$ cat src/rtl/sar_ctrl.sv
// Successive-approximation controller: track/hold sequencing and binary search.
// Define SAR_CTRL_BACK_TO_BACK_EN to chain conversions without an idle cycle.
module sar_ctrl #(
    parameter int NBIT          = 8,
    parameter int SAMPLE_CYCLES = 2
) (
    input  logic            clk,
    input  logic            rst,
    input  logic            start,
    input  logic            comp_out,
    output logic            sample,
    output logic            comp_en,
    output logic [NBIT-1:0] dac_code,
    output logic [NBIT-1:0] dout,
    output logic            valid,
    output logic            busy
);

    typedef enum logic [1:0] {
        IDLE,
        SAMPLE,
        CONV
    } state_t;

    localparam logic [NBIT-1:0] MSB = NBIT'(1) << (NBIT - 1);
    localparam logic [3:0] CNT_LAST = 4'(SAMPLE_CYCLES - 1);

    state_t          state_q, state_d;
    logic [3:0]      cnt_q, cnt_d;
    logic [NBIT-1:0] bit_q, bit_d;
    logic [NBIT-1:0] dac_q, dac_d;
    logic [NBIT-1:0] dout_q, dout_d;
    logic [NBIT-1:0] code;
    logic            sample_q, sample_d;
    logic            comp_en_q, comp_en_d;
    logic            valid_q, valid_d;
    logic            busy_q, busy_d;

    always_ff @(posedge clk or posedge rst) begin
        if (rst) begin
            state_q   <= IDLE;
            cnt_q     <= '0;
            bit_q     <= '0;
            dac_q     <= '0;
            dout_q    <= '0;
            sample_q  <= 1'b0;
            comp_en_q <= 1'b0;
            valid_q   <= 1'b0;
            busy_q    <= 1'b0;
        end else begin
            state_q   <= state_d;
            cnt_q     <= cnt_d;
            bit_q     <= bit_d;
            dac_q     <= dac_d;
            dout_q    <= dout_d;
            sample_q  <= sample_d;
            comp_en_q <= comp_en_d;
            valid_q   <= valid_d;
            busy_q    <= busy_d;
        end
    end

    // bit_q is a one-hot pointer to the bit under trial
    always_comb begin
        state_d   = state_q;
        cnt_d     = cnt_q;
        bit_d     = bit_q;
        dac_d     = dac_q;
        dout_d    = dout_q;
        sample_d  = sample_q;
        comp_en_d = comp_en_q;
        valid_d   = 1'b0;
        busy_d    = busy_q;
        code      = dac_q;
        unique case (state_q)
            IDLE: begin
                if (start) begin
                    state_d  = SAMPLE;
                    sample_d = 1'b1;
                    busy_d   = 1'b1;
                    cnt_d    = '0;
                end
            end
            SAMPLE: begin
                if (cnt_q == CNT_LAST) begin
                    state_d   = CONV;
                    sample_d  = 1'b0;
                    comp_en_d = 1'b1;
                    dac_d     = MSB;
                    bit_d     = MSB;
                    cnt_d     = '0;
                end else begin
                    cnt_d = cnt_q + 4'd1;
                end
            end
            CONV: begin
                if (!comp_out) begin
                    code = code & ~bit_q;
                end
                if (bit_q[0]) begin
                    dac_d     = code;
                    dout_d    = code;
                    valid_d   = 1'b1;
                    comp_en_d = 1'b0;
                    busy_d    = 1'b0;
                    bit_d     = '0;
                    state_d   = IDLE;
`ifdef SAR_CTRL_BACK_TO_BACK_EN
                    if (start) begin
                        state_d  = SAMPLE;
                        sample_d = 1'b1;
                        busy_d   = 1'b1;
                        cnt_d    = '0;
                    end
`endif
                end else begin
                    dac_d = code | (bit_q >> 1);
                    bit_d = bit_q >> 1;
                end
            end
            default: begin
                state_d = IDLE;
            end
        endcase
    end

    assign sample   = sample_q;
    assign comp_en  = comp_en_q;
    assign dac_code = dac_q;
    assign dout     = dout_q;
    assign valid    = valid_q;
    assign busy     = busy_q;

endmodule

$ cat config.mk
export PLATFORM = sky130hd
export DESIGN_NAME = sar_ctrl
export DESIGN_NICKNAME = d
export VERILOG_FILES = /design/src/rtl/sar_ctrl.sv
export SDC_FILE = /design/constraint.sdc
export NUM_CORES = 1
export LEC_CHECK = 0
export ABC_AREA = 0
export CAP_MARGIN = 20
export CORE_ASPECT_RATIO = 1.5
export CORE_UTILIZATION = 52
export CTS_CLUSTER_DIAMETER = 30
export CTS_CLUSTER_SIZE = 24
export DETAILED_ROUTE_END_ITERATION = 8
export GPL_TIMING_DRIVEN = 0
export PLACE_DENSITY = 0.88
export SLEW_MARGIN = 25
export SYNTH_ARGS = -nofsm -noshare
export SYNTH_HDL_FRONTEND = slang
export SYNTH_SLANG_ARGS = --single-unit
export TNS_END_PERCENT = 10
$ cat constraint.sdc
create_clock -name clk -period 1.99 [get_ports clk]
set_clock_uncertainty 0.2 [all_clocks]
set_input_delay 0.398 -clock clk [delete_from_list [all_inputs] [get_ports clk]]
set_output_delay 0.398 -clock clk [all_outputs]
set_load 0.02 [all_outputs]
==> results.txt, run 1 <==
- The first global-routing pass estimated 5188 microns of wire.
- Crit path max-delay family: buffers and inverters
- Dividing the detail-routed wire length by the instance count gives 14.43 microns.
* Timing-limited maximum frequency: 510.2 MHz
- The congestion estimate from routability-driven global placement came to 0.7479.
* Largest net degree at the start of global routing: 35
- On the final layout, the worst hold slack is 0.2742 ns.
* Total number of vias: 1172
- Initial DRC count: 46
- When the netlist entered floorplanning its net count stood at 151.
- At the worst endpoint, the required time is 1.39 ns.
* Initial antenna violation count: 0
- Final Critical Period: 1.960 ns
- Endpoint arrival time on the critical path: 1.36 ns
- Worst slew margin: 54.28%
- The tree is rooted in a sky130_fd_sc_hd__clkbuf_8.
- Mapped Cells: 145
- For this run, the detailed router's first-pass iteration total came to 4.
* Number of sinks handled by clock tree synthesis: 34
* Via count of the first global-routing pass: 1211
- Final-report setup violation count: 0
- Input and output buffers added on the ports amount to 23.
- In this design, the stage delay of the slowest critical-path cell is 0.64 ns.
- In the final layout, the multi-input gates occupy 583.1 sq um.
* Final net count: 181
- The post-route netlist has 9.091% of its cells at a drive strength greater than 1.
- In the global route stage, overall resource usage came out at 24.13%.
- Clock transition at the register clock pins on the worst setup and hold paths after CTS: 0.06 ns
- Total CTS buffers: 5
- From synthesis to final layout, the design area changed by 24.89%.
- # DRC: 0
* Synth area leader: sky130_fd_sc_hd__dfrtp_1
- The slowest stage of the critical path belongs to the cell sky130_fd_sc_hd__clkdlybuf4s50_1.
* Yosys warning count: 0
* Share of the clock period used by the worst path: 98.49%
* TritonCTS clock tree: done
- Row count: 23
- The count of final hold-check violations is 0.
* PostCTS Resize Cnt: 0
* Count of filler cells inserted in the layout: 217
- The die covers 3063 sq um.
* Number of antenna cells inserted: 0
- Synthesis instantiated 24 different standard cells from the library.
* Worst slew pin tran: 0.6847 ns
- Setup repair after global routing left no endpoint under its margin.
- Status: complete, no violations
- Reported leakage power: 0.8006 nW
- Maximum capacitance violations: 0
- Synth top area cells: sky130_fd_sc_hd__dfrtp_1 (58%), sky130_fd_sc_hd__nand2_1 (8.6%), sky130_fd_sc_hd__o21ai_0 (7.8%)
- Synth Cell Area: 1478 sq um
- Total number of H-tree levels: 2
- The worst setup path is launched from a flop.
* Critical path buffers and inverters: 1
- CP Max Fanout: 5
* Total gr overflow: 0
* Total power per unit cell area: 1300 nW/um^2
- Sequential elements use 57.58% of the synthesized area.
- Synthesized area per cell: 10.19 sq um
- Clk Latency, worst-skew pair: 0.29 ns
- STA classifies the critical path endpoint as an output pin.
* Starting utilization of the core area: 55.21%
- Core Region: 2676 sq um
- Vertical extent of the die: 67.29 microns
- Once the clock tree was built, the setup fixing pass inserted 0 buffers.
- The final count of pins violating max slew was 0.
* Detailed-route wire length: 3074 microns
* Antenna viol nets, final: 0
* Register bit total from synthesis: 34
- Cells fill 68.96% of the core in the end.
- The floorplan step set the die width to 45.53 microns.
* Via/cell ratio: 5.502
- Fraction of synthesized cell area taken by the top area cell type: 57.58%
* Cells along the critical path: clkdlybuf4s50_1
* Instance area at placement: 1754 sq um
* Largest vdd supply drop: 0.001028 V
- HPWL after detailed placement: 2194 microns
* Setup Crit Path Kind: reg -> out
- Non-Filler Cell Area, Final: 1846 sq um
* Combined flip-flop and latch cell area: 850.8 sq um
- In the layout the commonest cells are sky130_fd_sc_hd__nand2_1 (34), sky130_fd_sc_hd__dfrtp_1 (34), sky130_fd_sc_hd__o21ai_0 (23), sky130_fd_sc_hd__clkdlybuf4s50_1 (23), sky130_fd_sc_hd__nand2b_1 (10).
- The tightest min-delay check is of the reg -> reg type.
- 24 I/O pins were placed.
- For this design, the CTS-stage hold fixing added 0 buffers.
* CTS max path bufs: 2
## cell families after synthesis
group	synth area share, %
AOI/OAI and AO/OA	19.05
adders and majority gates	1.693
buffers and inverters	2.963
DFF	57.58
and+or+nand+nor	18.71
## sequential cells by signal (all words and copies together), names as in the netlist
register,count
bit_q,8
dac_code,8
dout,8
cnt_q,4
state_q,2
busy,1
comp_en,1
sample,1
valid,1
## routing by layer
layer / GRT usage (%) / share of wire (%) / vias up
li1: - / - / 570
met1: 25.22 / 40 / 552
met2: 41.96 / 53 / 42
met3: 6.684 / 4.8 / 8
met4: 13.26 / 1.9 / 0
met5: 0 / 0 / -
## through the flow
| stage | setup WS, ns | total power [mW] | std cells | TNS [ns] |
|---|---|---|---|---|
| 2_1_floorplan | 0.2898 | 1.565 | 145 | 0 |
| 3_3_place_gp | -0.06315 | 1.840 | 205 | -2.097 |
| 3_5_place_dp | 0.1682 | 1.897 | 205 | 0 |
| 4_1_cts | 0.02931 | 2.417 | 213 | 0 |
| 5_1_grt | 0.003236 | 2.561 | 213 | 0 |
| 6_report | 0.03003 | 2.399 | 213 | 0 |
## synthesized netlist by cell type (all sizes together)
cell type,n
or3b,1
nand2,34
nand3,2
inv,4
dfrtp,34
o21ai,23
a22o,7
nor2,2
o21a,1
nor2b,3
o22ai,1
or2,1
ha,2
a32oi,6
nand3b,3
a31oi,1
clkbuf,1
nand2b,10
o21bai,1
o2bb2ai,1
o311ai,1
buf,5
nor3b,1
## worst paths after layout
kind | slack (ns) | start | end | depth (start not counted)
worst max-delay path | 0.03 | dac_code[0]$_DFFE_PP0P_ | dac_code[0] | 1
worst min-delay path | 0.27 | dout[3]$_DFFE_PP0P_ | dout[3]$_DFFE_PP0P_ | 2
worst max register to register | 0.18 | cnt_q[1]$_DFFE_PP0P_ | dac_code[0]$_DFFE_PP0P_ | 5
worst min register to register | 0.27 | dout[3]$_DFFE_PP0P_ | dout[3]$_DFFE_PP0P_ | 2
max in group asynchronous | 0.81 | rst | bit_q[1]$_DFFE_PP0P_ | 2
min in group asynchronous | 0.33 | rst | bit_q[7]$_DFFE_PP0P_ | 2
## final cells by class
cell class	count	share of cell area [%]
Timing Repair Buffer	23	12.47
Clock inverter	1	0.2712
Clock buffer	7	4.678
Inverter	4	0.8136
Multi-Input combinational cell	101	31.59
Buffer	6	1.559
Sequential cell	34	46.10
Tap cell	37	2.508
## power breakdown
group	internal, mW	switching, mW	leakage [nW]	total (mW)
logic	0.368	0.464	0.326	0.832
registers	0.873	0.176	0.427	1.05
clock network	0.279	0.239	0.0482	0.518
total	1.52	0.879	0.801	2.40
(Power assumes the default switching activity.)
==> inputs of run 2 (changes only) <==
CORE_UTILIZATION = 50   (was 52)
PLACE_DENSITY = 0.85   (was 0.88)
==> results.txt, run 2 (synthesized netlist as in run 1, its figures left out) <==
* Status: complete, no violations
- Endpoint arrival time on the critical path: 1.32 ns (-0.04 ns)
- Total number of vias: 1152 (-1.7%)
* Setup Buffers After CTS: 0 (unchanged)
* Worst slew margin: 53.95% (-0.33 points)
* Maximum capacitance violations: 0 (unchanged)
* Starting utilization of the core area: 54.05% (-1.2 points)
- Cells along the critical path: clkdlybuf4s50_1
- Wire length of the first global-routing pass: 5119 microns (-1.3%)
- The vertical die dimension came to 68.58 microns (+1.9%).
- The mean routed wirelength per cell was 14.24 microns (-1.3%).
- Layout cells sized above 1: 8.523% (-0.57 points)
- The critical path is of the reg -> out type.
* Clock transition at the register clock pins on the worst setup and hold paths after CTS: 0.06 ns (about the same)
- The post-layout total power came to 2.488 mW (+3.7%).
* Via count of the first global-routing pass: 1189 (-1.8%)
- The area after detailed placement was 1754 sq um (unchanged).
- The highest cell delay on the worst timing path came to 0.63 ns (about the same).
* Commonest non-fill, non-tap cells in the layout: sky130_fd_sc_hd__nand2_1 (34), sky130_fd_sc_hd__dfrtp_1 (34), sky130_fd_sc_hd__o21ai_0 (23), sky130_fd_sc_hd__clkdlybuf4s50_1 (23), sky130_fd_sc_hd__nand2b_1 (10)
- The transition time of the tightest slew-check pin was 0.6897 ns (+0.004996 ns).
- The overall fraction of global-route tracks in use came to 22.89% (-1.2 points).
- Slowest stage cell on the critical path: sky130_fd_sc_hd__clkdlybuf4s50_1
- Min-Delay Path Class: reg -> reg
* # DRC: 0 (unchanged)
* Die X-Extent: 46.39 microns (+1.9%)
- The static leakage came to 0.8048 nW (+0.53%).
- Post-Place Cells: 205 (unchanged)
* Share of the clock period used by the worst path: 96.62% (-1.9 points)
* Largest net degree at the start of global routing: 35 (unchanged)
- PostCTS Resize Cnt: 0 (unchanged)
* Initial DRC count: 25 (-46%)
* CP Max Fanout: 5 (unchanged)
* Critical path buffers and inverters: 1 (unchanged)
- The final net count came to 181 (unchanged).
* Count of filler cells inserted in the layout: 221 (+1.8%)
- Setup repair after global routing left no endpoint under its margin.
- The utilization after layout was 68.05% (-0.90 points).
* Worst path required time: 1.39 ns (about the same)
- Routability congestion estimate from global placement: 0.7643 (+2.2%)
- The number of failing setup endpoints in the final timing report was 0 (unchanged).
- Row count: 23 (unchanged)
- The number of standard cells in the final layout excluding fillers is 213 (unchanged).
- Max-slew violation count: 0 (unchanged)
- The I/O pin count is 24 (unchanged).
* Number of antenna cells inserted: 0 (unchanged)
- Final Critical Period: 1.923 ns (-0.03722 ns)
- Timing-limited maximum frequency: 520.1 MHz (+1.9%)
* Via/cell ratio: 5.408 (-1.7%)
- Number of sinks handled by clock tree synthesis: 34 (unchanged)
- The detailed placement HPWL came to 2201 microns (+0.29%).
* Final hold violations: 0 (unchanged)
* Core Region: 2734 sq um (+2.2%)
* TritonCTS clock tree: done
- Critical Path End Type: output pin
* Total power per unit cell area: 1337 nW/um^2 (+2.8%)
- Detailed-route wire length: 3033 microns (-1.3%)
- The maximum number of buffers from clock root to sink was 2 (unchanged).
- The total overflow reported by the global router is 0 (unchanged).
- The largest vdd supply drop came to 0.001018 V (-0.96%).
* Number of buffers inserted by hold repair at cts: 0 (unchanged)
- Clock tree synthesis selected as its root buffer the cell sky130_fd_sc_hd__clkbuf_8.
- Initial antenna violation count: 0 (unchanged)
* Clk Latency, worst-skew pair: 0.28 ns (about the same)
- Total number of H-tree levels: 2 (unchanged)
- Antenna viol nets, final: 0 (unchanged)
- Smallest hold slack: 0.2760 ns (+0.001796 ns)
- The final design area excluding fillers was 1861 sq um (+0.81%).
* Drt first pass iters: 4 (unchanged)
- Crit path max-delay family: buffers and inverters
- Die area: 3181 sq um (+3.8%)
* Area grow syn2layout: 25.91%
* Buffers added on ports: 23 (unchanged)
- STA classifies the critical path startpoint as a flop.
* Total CTS buffers: 5 (unchanged)
run 2: changes by cell type in the layout (fill, tap and decap cells not counted), sizes merged:
| cell | delta |
|---|---|
| clkinv | -1 |
| bufinv | +1 |
run 2: final timing paths:
kind / start / end / slack [ns] / cells past startpoint
max: dac_code[0]$_DFFE_PP0P_ / dac_code[0] / 0.07 / 1
min: dout[4]$_DFFE_PP0P_ / dout[4]$_DFFE_PP0P_ / 0.28 / 2
max reg2reg: cnt_q[1]$_DFFE_PP0P_ / dac_code[5]$_DFFE_PP0P_ / 0.17 / 5
min reg2reg: dout[4]$_DFFE_PP0P_ / dout[4]$_DFFE_PP0P_ / 0.28 / 2
max in group asynchronous: rst / busy$_DFFE_PP0P_ / 0.78 / 2
min in group asynchronous: rst / dout[7]$_DFFE_PP0P_ / 0.34 / 2
run 2: metal layers:
layer / global-route usage, % / up-vias / part of all wire, %
li1: - / 567 / -
met1: 25.84 / 550 / 42
met2: 38.02 / 28 / 53
met3: 4.948 / 7 / 2.5
met4: 13.97 / 0 / 2.1
met5: 0 / - / 0
run 2: area by class of cell:
| cell class | instances | area (sq um) | area share (%) |
|---|---|---|---|
| repair buffers | 23 | 230.2 | 12.37 |
| well taps | 37 | 46.29 | 2.488 |
| flip-flops and latches | 34 | 850.8 | 45.73 |
| multi-input cells | 101 | 583.1 | 31.34 |
| clock inverters | 1 | 30.03 | 1.614 |
| inverters | 4 | 15.01 | 0.8070 |
| clock buffers | 7 | 76.32 | 4.102 |
| plain buffers | 6 | 28.78 | 1.547 |
run 2: power by group:
group	internal, mW	switching [mW]	total [mW]
Sequential	0.873	0.172	1.04
Clock	0.374	0.234	0.608
Combinational	0.369	0.466	0.835
Total	1.62	0.871	2.49
run 2: stage by stage:
step,setup TNS (ns),worst slack (ns)
floorplan,0,0.2898
global placement,-2.527,-0.07553
detailed placement,0,0.1511
CTS,0,0.05896
global route,0,0.02265
finish,0,0.06725
==> inputs of run 3 (changes only) <==
CORE_MARGIN = 1.5   (was unset)
==> results.txt, run 3 (synthesized netlist as in run 1, its figures left out) <==
- The flow ran to the end, and the final reports show no timing, DRC or antenna violations.
- Slowest stage cell on the critical path: sky130_fd_sc_hd__clkdlybuf4s50_1
- Area grow syn2layout: 25.49%
- TritonCTS clock tree: done
- Total CTS buffers: 5 (unchanged)
- Layout cells sized above 1: 9.659% (+1.1 points)
- met2 is the most crowded layer.
- Worst setup SP type: flop
- Routed wirelength normalized by instance count: 14.39 microns (+1.0%)
- Unrepaired setup endpoints after global routing: no
* Setup Crit Path Kind: reg -> out
* Cells on worst reg2reg path: 5 (unchanged)
* Routing usage on met3: 7.031% (+2.1 points)
- The met2 track demand over resource is 33.18% (-4.8 points).
- The data required time of the worst path was 1.39 ns (about the same).
* Number of sinks handled by clock tree synthesis: 34 (unchanged)
- Timing-limited maximum frequency: 520.5 MHz (about the same)
- Critical path buffers and inverters: 1 (unchanged)
- The setup slack of the most critical reg-to-reg path came to 0.20 ns (+0.03 ns).
* Stage delay of the slowest cell on the critical path: 0.63 ns (about the same)
- Clk Latency, worst-skew pair: 0.29 ns (about the same)
* Commonest non-fill, non-tap cells in the layout: sky130_fd_sc_hd__nand2_1 (34), sky130_fd_sc_hd__dfrtp_1 (34), sky130_fd_sc_hd__o21ai_0 (23)
* Detailed-route wire length: 3093 microns (+2.0%)
- Non-Filler Cell Area, Final: 1854 sq um (-0.34%)
- Final hold violations: 0 (unchanged)
* Post-Place Cells: 207 (+0.98%)
- Number of antenna cells inserted: 0 (unchanged)
- The number of nets still failing antenna checks after routing came to 0 (unchanged).
- Total power per unit cell area: 1301 nW/um^2 (-2.7%)
- Share of the clock period used by the worst path: 96.54% (about the same)
- The pin count of the biggest net entering global routing came to 35 (unchanged).
- Max-slew violation count: 0 (unchanged)
* Cells along the critical path: clkdlybuf4s50_1
- CP Max Fanout: 4 (-1)
- The initial DRC count was 44 (+76%).
- The maximum number of buffers from clock root to sink came to 2 (unchanged).
* Total number of H-tree levels: 2 (unchanged)
- Die area: 3297 sq um (+3.6%)
- Hold Path Origin: dout[3]$_DFFE_PP0P_
* Core Region: 2853 sq um (+4.3%)
* Reported leakage power: 0.8172 nW (+1.5%)
- HPWL after detailed placement: 2224 microns (+1.0%)
- Number of instances on the worst hold path: 2 (unchanged)
* # DRC: 0 (unchanged)
- Crit path max-delay family: buffers and inverters
- The path with the worst hold slack has its endpoint at dout[3]$_DFFE_PP0P_.
* Drt first pass iters: 4 (unchanged)
- The number of antenna violations at the first check in global routing was 0 (unchanged).
- The area after detailed placement came to 1757 sq um (+0.14%).
- The count of standard-cell rows is 24 (+4.3%).
- The time the final worst path needs with I/O delays and setup was 1.921 ns (-0.001688 ns).
- Final net count: 181 (unchanged)
* Wire length of the first global-routing pass: 5237 microns (+2.3%)
- The ratio of routed vias to standard cells came to 5.381 (-0.50%).
* Buffers added on ports: 23 (unchanged)
- Count of filler cells inserted in the layout: 224 (+1.4%)
- The number of max-capacitance violations reported is 0 (unchanged).
* Endpoint of the lowest-slack register-to-register path: dac_code[0]$_DFFE_PP0P_
- Vertical extent of the die: 69.58 microns (+1.5%)
- Routing usage on met1: 29.20% (+3.4 points)
- The worst setup path is captured at an output pin.
* Worst slew pin tran: 0.7079 ns (+0.01819 ns)
* Routability congestion estimate from global placement: 0.7982 (+4.4%)
* Clock transition at the register clock pins on the worst setup and hold paths after CTS: 0.07 ns (about the same)
- Total gr overflow: 0 (unchanged)
- The overall fraction of global-route tracks in use was 22.44% (-0.45 points).
- Starting utilization of the core area: 51.80% (-2.3 points)
* Root Driver: sky130_fd_sc_hd__clkbuf_8
* Largest vdd supply drop: 0.0008933 V (-12%)
- Die X-Extent: 47.39 microns (+2.2%)
- The arrival time at the worst endpoint was 1.32 ns (about the same).
* Via count of the first global-routing pass: 1118 (-6.0%)
* Total number of vias: 1157 (+0.43%)
- The worst register-to-register path begins at cnt_q[1]$_DFFE_PP0P_.
- The number of standard cells in the final layout excluding fillers is 215 (+0.94%).
- Final-report setup violation count: 0 (unchanged)
- The I/O pin count is 24 (unchanged).
* Worst slew margin: 52.74% (-1.2 points)
- The utilization after layout was 65.00% (-3.1 points).
- Min-Delay Path Class: reg -> reg
run 3: per-layer routing:
layer  routed length [microns]  part of all wire, %
met5                         0                    0
met4                        56                  1.8
met3                       131                  4.2
met2                      1647                   53
met1                      1257                   41
run 3: area by class of cell:
class                           count  area [sq um]  area share (%)
Tap cell                           39         48.80           2.632
Timing Repair Buffer               23         232.7           12.55
Clock buffer                        6         82.58           4.453
Inverter                            4         15.01          0.8097
Multi-Input combinational cell    101         583.1           31.44
Clock inverter                      2         12.51          0.6748
Sequential cell                    34         850.8           45.88
Buffer                              6         28.78           1.552
run 3: per-stage QoR:
step / hold slack, ns / setup slack [ns] / power (mW) / setup TNS, ns
final: 0.2777 / 0.06894 / 2.412 / 0
after global routing: 0.2988 / 0.004738 / 2.575 / 0
after CTS: 0.2851 / 0.02709 / 2.426 / 0
after detailed placement: 0.2694 / 0.1603 / 1.892 / 0
after global placement: 0.2592 / -0.05760 / 1.838 / -1.919
after floorplan: 0.2920 / 0.2898 / 1.565 / 0
run 3: worst max path at each step:
stage | startpoint | to | slack [ns] | depth (start not counted)
floorplan | cnt_q[1]$_DFFE_PP0P_ | dac_code[0]$_DFFE_PP0P_ | 0.29 | 5
detailed placement | comp_out | dac_code[5]$_DFFE_PP0P_ | 0.16 | 4
global route | dac_code[4]$_DFFE_PP0P_ | dac_code[4] | 0.005 | 1
global placement | rst | bit_q[1]$_DFFE_PP0P_ | -0.06 | 2
CTS | dac_code[0]$_DFFE_PP0P_ | dac_code[0] | 0.03 | 1
finish | dac_code[5]$_DFFE_PP0P_ | dac_code[5] | 0.07 | 1
run 3: what timing repair did:
item	CTS	global route
setup buffers	0	0
endpoints found under the setup margin	0	1
hold buffers	0	0
resized for setup	0	1
run 3: power by group:
group          leakage, nW  switching, mW  total (mW)  internal [mW]
registers            0.427          0.172        1.04          0.872
clock network       0.0472          0.256       0.533          0.278
logic                0.343          0.466       0.834          0.368
total                0.817          0.894        2.41           1.52
